`src/rtl/ctrl_pipe_chain.sv`:
```
`default_nettype none
// ============================================================================
// Module : ctrl_pipe_chain
// Desc   : N-stage control-word pipeline (execute..writeback) with per-stage
//          valid/stall/flush, backward hold and retire/bubble counters.
// Rev    : 1.0 - initial release
// ============================================================================
module ctrl_pipe_chain #(
    parameter int               WIDTH      = 32,
    parameter int               STAGES     = 3,
    parameter logic [WIDTH-1:0] RESET_WORD = {WIDTH{1'b0}},
    parameter int               CNT_W      = 32
) (
    input  logic                    clk,
    input  logic                    rst,
    input  logic                    in_valid,
    input  logic [WIDTH-1:0]        in_word,
    output logic                    in_ready,
    input  logic [STAGES-1:0]       stall_i,
    input  logic [STAGES-1:0]       flush_i,
    input  logic                    flush_all,
    output logic [STAGES-1:0]       hold_o,
    output logic [STAGES-1:0]       valid_o,
    output logic [STAGES*WIDTH-1:0] word_o,
    input  logic                    clr_cnt,
    output logic [CNT_W-1:0]        retire_cnt,
    output logic [CNT_W-1:0]        bubble_cnt
);

    logic [STAGES-1:0] w_hold;
    logic [STAGES-1:0] w_clear;
    logic [STAGES-1:0] w_bubble;
    logic [STAGES-1:0] w_next_valid;
    logic [WIDTH-1:0]  w_next_word [STAGES];
    logic [CNT_W-1:0]  w_bubble_sum;
    logic              w_retire;

    logic [STAGES-1:0] r_valid;
    logic [WIDTH-1:0]  r_word [STAGES];
    logic [CNT_W-1:0]  r_retire_cnt;
    logic [CNT_W-1:0]  r_bubble_cnt;

    // A stalled stage holds everything upstream of it; flush never affects hold.
    always_comb begin
        w_hold           = '0;
        w_hold[STAGES-1] = stall_i[STAGES-1];
        for (int k = STAGES - 2; k >= 0; k--) begin
            w_hold[k] = stall_i[k] | w_hold[k + 1];
        end
    end

    assign w_clear = {STAGES{flush_all}} | flush_i;

    always_comb begin
        w_next_valid = r_valid;
        w_next_word  = r_word;
        w_bubble     = '0;

        if (!w_hold[0]) begin
            w_next_valid[0] = in_valid;
            w_next_word[0]  = in_valid ? in_word : RESET_WORD;
        end

        for (int k = 1; k < STAGES; k++) begin
            if (!w_hold[k]) begin
                if (w_hold[k - 1]) begin
                    w_next_valid[k] = 1'b0;
                    w_next_word[k]  = RESET_WORD;
                    w_bubble[k]     = !w_clear[k];
                end else begin
                    w_next_valid[k] = r_valid[k - 1];
                    w_next_word[k]  = r_word[k - 1];
                end
            end
        end

        // Flush wins over both hold and load.
        for (int k = 0; k < STAGES; k++) begin
            if (w_clear[k]) begin
                w_next_valid[k] = 1'b0;
                w_next_word[k]  = RESET_WORD;
            end
        end
    end

    always_comb begin
        w_bubble_sum = '0;
        for (int k = 0; k < STAGES; k++) begin
            w_bubble_sum = w_bubble_sum + CNT_W'(w_bubble[k]);
        end
    end

    assign w_retire = r_valid[STAGES-1] & ~w_hold[STAGES-1] & ~w_clear[STAGES-1];

    always_ff @(posedge clk or posedge rst) begin
        if (rst) begin
            r_valid <= '0;
            for (int k = 0; k < STAGES; k++) begin
                r_word[k] <= RESET_WORD;
            end
        end else begin
            r_valid <= w_next_valid;
            r_word  <= w_next_word;
        end
    end

    always_ff @(posedge clk or posedge rst) begin
        if (rst) begin
            r_retire_cnt <= '0;
            r_bubble_cnt <= '0;
        end else if (clr_cnt) begin
            r_retire_cnt <= '0;
            r_bubble_cnt <= '0;
        end else begin
            r_retire_cnt <= r_retire_cnt + CNT_W'(w_retire);
            r_bubble_cnt <= r_bubble_cnt + w_bubble_sum;
        end
    end

    for (genvar g = 0; g < STAGES; g++) begin : g_pack
        assign word_o[g*WIDTH +: WIDTH] = r_word[g];
    end

    assign in_ready   = ~w_hold[0];
    assign hold_o     = w_hold;
    assign valid_o    = r_valid;
    assign retire_cnt = r_retire_cnt;
    assign bubble_cnt = r_bubble_cnt;

endmodule
`default_nettype wire

```
`config.mk`:
```
export PLATFORM = sky130hd
export DESIGN_NAME = ctrl_pipe_chain
export DESIGN_NICKNAME = d
export VERILOG_FILES = /design/src/rtl/ctrl_pipe_chain.sv
export SDC_FILE = /design/constraint.sdc
export NUM_CORES = 1
export LEC_CHECK = 0
export CORE_ASPECT_RATIO = 1.4
export CORE_UTILIZATION = 40
export DETAILED_ROUTE_END_ITERATION = 16
export MAX_ROUTING_LAYER = met4
export PLACE_DENSITY = 0.68
export RECOVER_POWER = 50
export SLEW_MARGIN = 20
export SYNTH_ARGS = -nofsm -noshare
export SYNTH_HDL_FRONTEND = slang
export SYNTH_SLANG_ARGS = --single-unit
```
`constraint.sdc`:
```
create_clock -name clk -period 12.71 [get_ports clk]
set_clock_uncertainty 0.1 [all_clocks]
set_input_delay 2.542 -clock clk [delete_from_list [all_inputs] [get_ports clk]]
set_output_delay 2.542 -clock clk [all_outputs]
set_load 0.02 [all_outputs]
```
==> metrics.json <==
{
  "status": {
    "run_status": "complete, but fails checks",
    "failed_checks": "max-capacitance violations, max-slew violations"
  },
  "synthesis": {
    "netlist_area_mm2": 0.00688,
    "avgSynthCellArea_um2": 11.7,
    "synth.lib_cells_used.distinct": 35,
    "async_flop_share": 1.00,
    "synthesis_warnings": 0,
    "synthFlopType": "sky130_fd_sc_hd__dfrtp_1",
    "synth_common_cells": "sky130_fd_sc_hd__dfrtp_1 (163), sky130_fd_sc_hd__a22o_1 (98), sky130_fd_sc_hd__a21oi_1 (34), sky130_fd_sc_hd__clkbuf_1 (33), sky130_fd_sc_hd__nor2_1 (29)",
    "netlist_instances": 588,
    "yosysMostFrequentCell": "sky130_fd_sc_hd__dfrtp_1",
    "sequential_area_share_after_synthesis": 0.593,
    "synth.ff_latch_count": 163,
    "synth.largest_area_cell": "sky130_fd_sc_hd__dfrtp_1",
    "synth_nets": 635,
    "synth_area_leaders": "sky130_fd_sc_hd__dfrtp_1 (59%), sky130_fd_sc_hd__a22o_1 (12%), sky130_fd_sc_hd__or4_1 (2.6%)",
    "synthDominantCellAreaShare": 0.593,
    "synth-edff-count": 0
  },
  "clock_network": {
    "postCtsResizedCells": 0,
    "postCtsHoldBufs": 0,
    "clock_tree.htree_level_count": 4,
    "cts.reportedPaths.clkPinSlew_ps": 60,
    "clk_latency_ps": 420,
    "cts_inserted_buffers": 17,
    "clk_path_buf_depth": 2,
    "cts_tree": "built",
    "root_buf_cell": "sky130_fd_sc_hd__clkbuf_16",
    "cts.sinks": 163,
    "cts.repair_timing.setup_buffer_count": 0
  },
  "power_and_ir_drop": {
    "total_power_w": 0.00108,
    "worst_vdd_ir_v": 0.0000618,
    "power_density_mw_per_mm2": 112,
    "power_leakage_nw": 4.31
  },
  "setup_path": {
    "regToRegStartpoint": "bubble_cnt[0]",
    "critical_path.startpoint_type": "input port",
    "critPathMaxStageDelay_ps": 630,
    "crit_fanout": 4,
    "required_ps": 10070,
    "crit_path_cell_trace": "dlygate4sd3_1, or3_1, inv_1, clkdlybuf4s50_1",
    "arrival_ps": 4330,
    "rrSetupSlack_ps": 9810,
    "reg2regPathDepth": 6,
    "timing.critical_path.to_type": "output port",
    "worst_r2r_endpoint": "bubble_cnt[31]",
    "worstSetupPathType": "input port to output port",
    "cp_slowest_cell": "sky130_fd_sc_hd__clkdlybuf4s50_1"
  },
  "layout": {
    "final_area_mm2": 0.00969,
    "num-nets-final": 830,
    "finalCoreUtilization": 0.576,
    "layout-drive-gt1-share": 0.0653,
    "number_of_inserted_diodes": 0,
    "area_delta_synth_final_pct": 41.0,
    "fillerInstances": 1412
  },
  "route": {
    "route.detailed.vias_per_inst": 5.71,
    "antenna_violating_nets_post_route": 0,
    "totalWireLength_um": 18900,
    "via_count": 5705,
    "pre_antenna_drt_iters": 6,
    "drtIter0Drc": 443,
    "post-route-drc-count": 0,
    "avgRoutedWirePerCell_um": 18.9
  },
  "floorplan": {
    "design.portCount": 210,
    "core_region_area_mm2": 0.0168,
    "rows": 56,
    "chipWidth_um": 113,
    "design.die.area_mm2": 0.0177,
    "floorplan.initialDensity": 0.409,
    "die_y_um": 157
  },
  "place": {
    "place_congestion": 0.842,
    "port-buffer-count": 209,
    "placed_area_mm2": 0.00913,
    "place.detailed.hpwl_um": 13000
  },
  "timing": {
    "slew-limit-headroom": -2.10,
    "setup_viols_final": 0,
    "hold_slack_ps": 395,
    "worstMarginPinSlew_ps": 4620,
    "max_freq_ghz": 0.143,
    "final.min_clock_period_ps": 6980,
    "setup-tns-final_ps": 0,
    "rsz0062_at_grt": "no",
    "final_max_slew_violation_count": 206,
    "final-hold-violation-count": 0,
    "timing.final.crit_share": 0.549
  },
  "worst_hold_path": {
    "worstHoldPathType": "register to register",
    "min-delay-start": "word_o[79]",
    "whs_endpoint": "word_o[79]",
    "min_path_cells": 1
  },
  "global_route": {
    "grt_max_degree": 104,
    "grt_use_total": 0.229,
    "antenna_found_initial": 0,
    "grt_pass1_wl_um": 30700,
    "vias_in_the_first_global_route": 5885,
    "grt.overflow.total": 0
  },
  "flow_run": {
    "drv.max_cap_violation_count": 4
  }
}
## critical path, delay by kind of cell
kind	cells	cell delay, ps
buffers and inverters	3	1340
and+or+nand+nor	1	460
## flip-flops by register name, summed over array words and instances (netlist names)
| register | cells |
|---|---|
| word_o | 96 |
| valid_o | 3 |
| retire_cnt | 32 |
| bubble_cnt | 32 |
## worst max-delay path by stage
stage          cells after the start             to  slack (ps)        from
2_1_floorplan                      1  bubble_cnt[0]        5660         rst
3_3_place_gp                       4       in_ready        5840  stall_i[2]
3_5_place_dp                       4       in_ready        5800  stall_i[1]
4_1_cts                            4       in_ready        5790  stall_i[1]
5_1_grt                            3  bubble_cnt[3]        5560         rst
6_report                           4       in_ready        5730  stall_i[1]
## power breakdown
group          total (W)  internal (W)  leakage [nW]  switching, W
combinational  0.0000440     0.0000163          1.74     0.0000277
clock           0.000519      0.000304         0.293      0.000215
sequential      0.000521      0.000520          2.28   0.000000957
## placed cells by master (no fill, tap or decap), drive strengths merged
| master | instances |
|---|---|
| a21o | 1 |
| a21oi | 34 |
| a22o | 98 |
| and2 | 8 |
| and3 | 6 |
| and4 | 11 |
| buf | 5 |
| bufinv | 2 |
| clkbuf | 23 |
| clkdlybuf4s50 | 134 |
| clkinv | 5 |
| clkinvlp | 2 |
| dfrtp | 163 |
| dlygate4sd3 | 74 |
| fa | 1 |
| ha | 3 |
| inv | 12 |
| mux2 | 4 |
| nand2 | 24 |
| nand3 | 23 |
| nand4 | 20 |
| nor2 | 29 |
| nor2b | 7 |
| nor3 | 7 |
| nor3b | 1 |
| nor4 | 4 |
| nor4b | 1 |
| o21ai | 14 |
| o31ai | 20 |
| or2b | 1 |
| or3 | 13 |
| or4 | 24 |
| xnor2 | 4 |
| xor2 | 18 |
## final cells by class
class	count	area, µm²	area share
Timing Repair Buffer	216	2130	0.220
Tap cell	203	254	0.0262
Multi-Input combinational cell	376	2590	0.267
Sequential cell	163	4080	0.421
Inverter	9	35.0	0.00361
Clock buffer	20	457	0.0471
Clock inverter	12	145	0.0150
## stage by stage
step                setup WS, ps  cells
floorplan                   5660    588
CTS                         5790    999
global placement            5840    967
global route                5560    999
finish                      5730    999
detailed placement          5800    967
## metal layers
layer | up-vias | global-route usage | wire length, µm
met1 | 2867 | 0.282 | 7960
met5 | - | - | 0
met3 | 7 | 0.0508 | 1110
li1 | 2617 | - | -
met4 | 0 | 0.0660 | 104
met2 | 214 | 0.379 | 9730
## kinds of logic (layout without fill, tap and decap cells)
| logic type | count (synthesis) | in the layout | share of synthesized area |
|---|---|---|---|
| adder cells (fa/ha/maj) | 4 | 4 | 0.00837 |
| multiplexers | 4 | 4 | 0.00655 |
| XOR/XNOR | 22 | 22 | 0.0280 |
| buffers and inverters | 49 | 257 | 0.0318 |
| AND/OR/NAND/NOR | 179 | 179 | 0.149 |
| AO/OA/AOI/OAI | 167 | 167 | 0.183 |
| flip-flops | 163 | 163 | 0.593 |
Power figures use the tool's default switching activity.
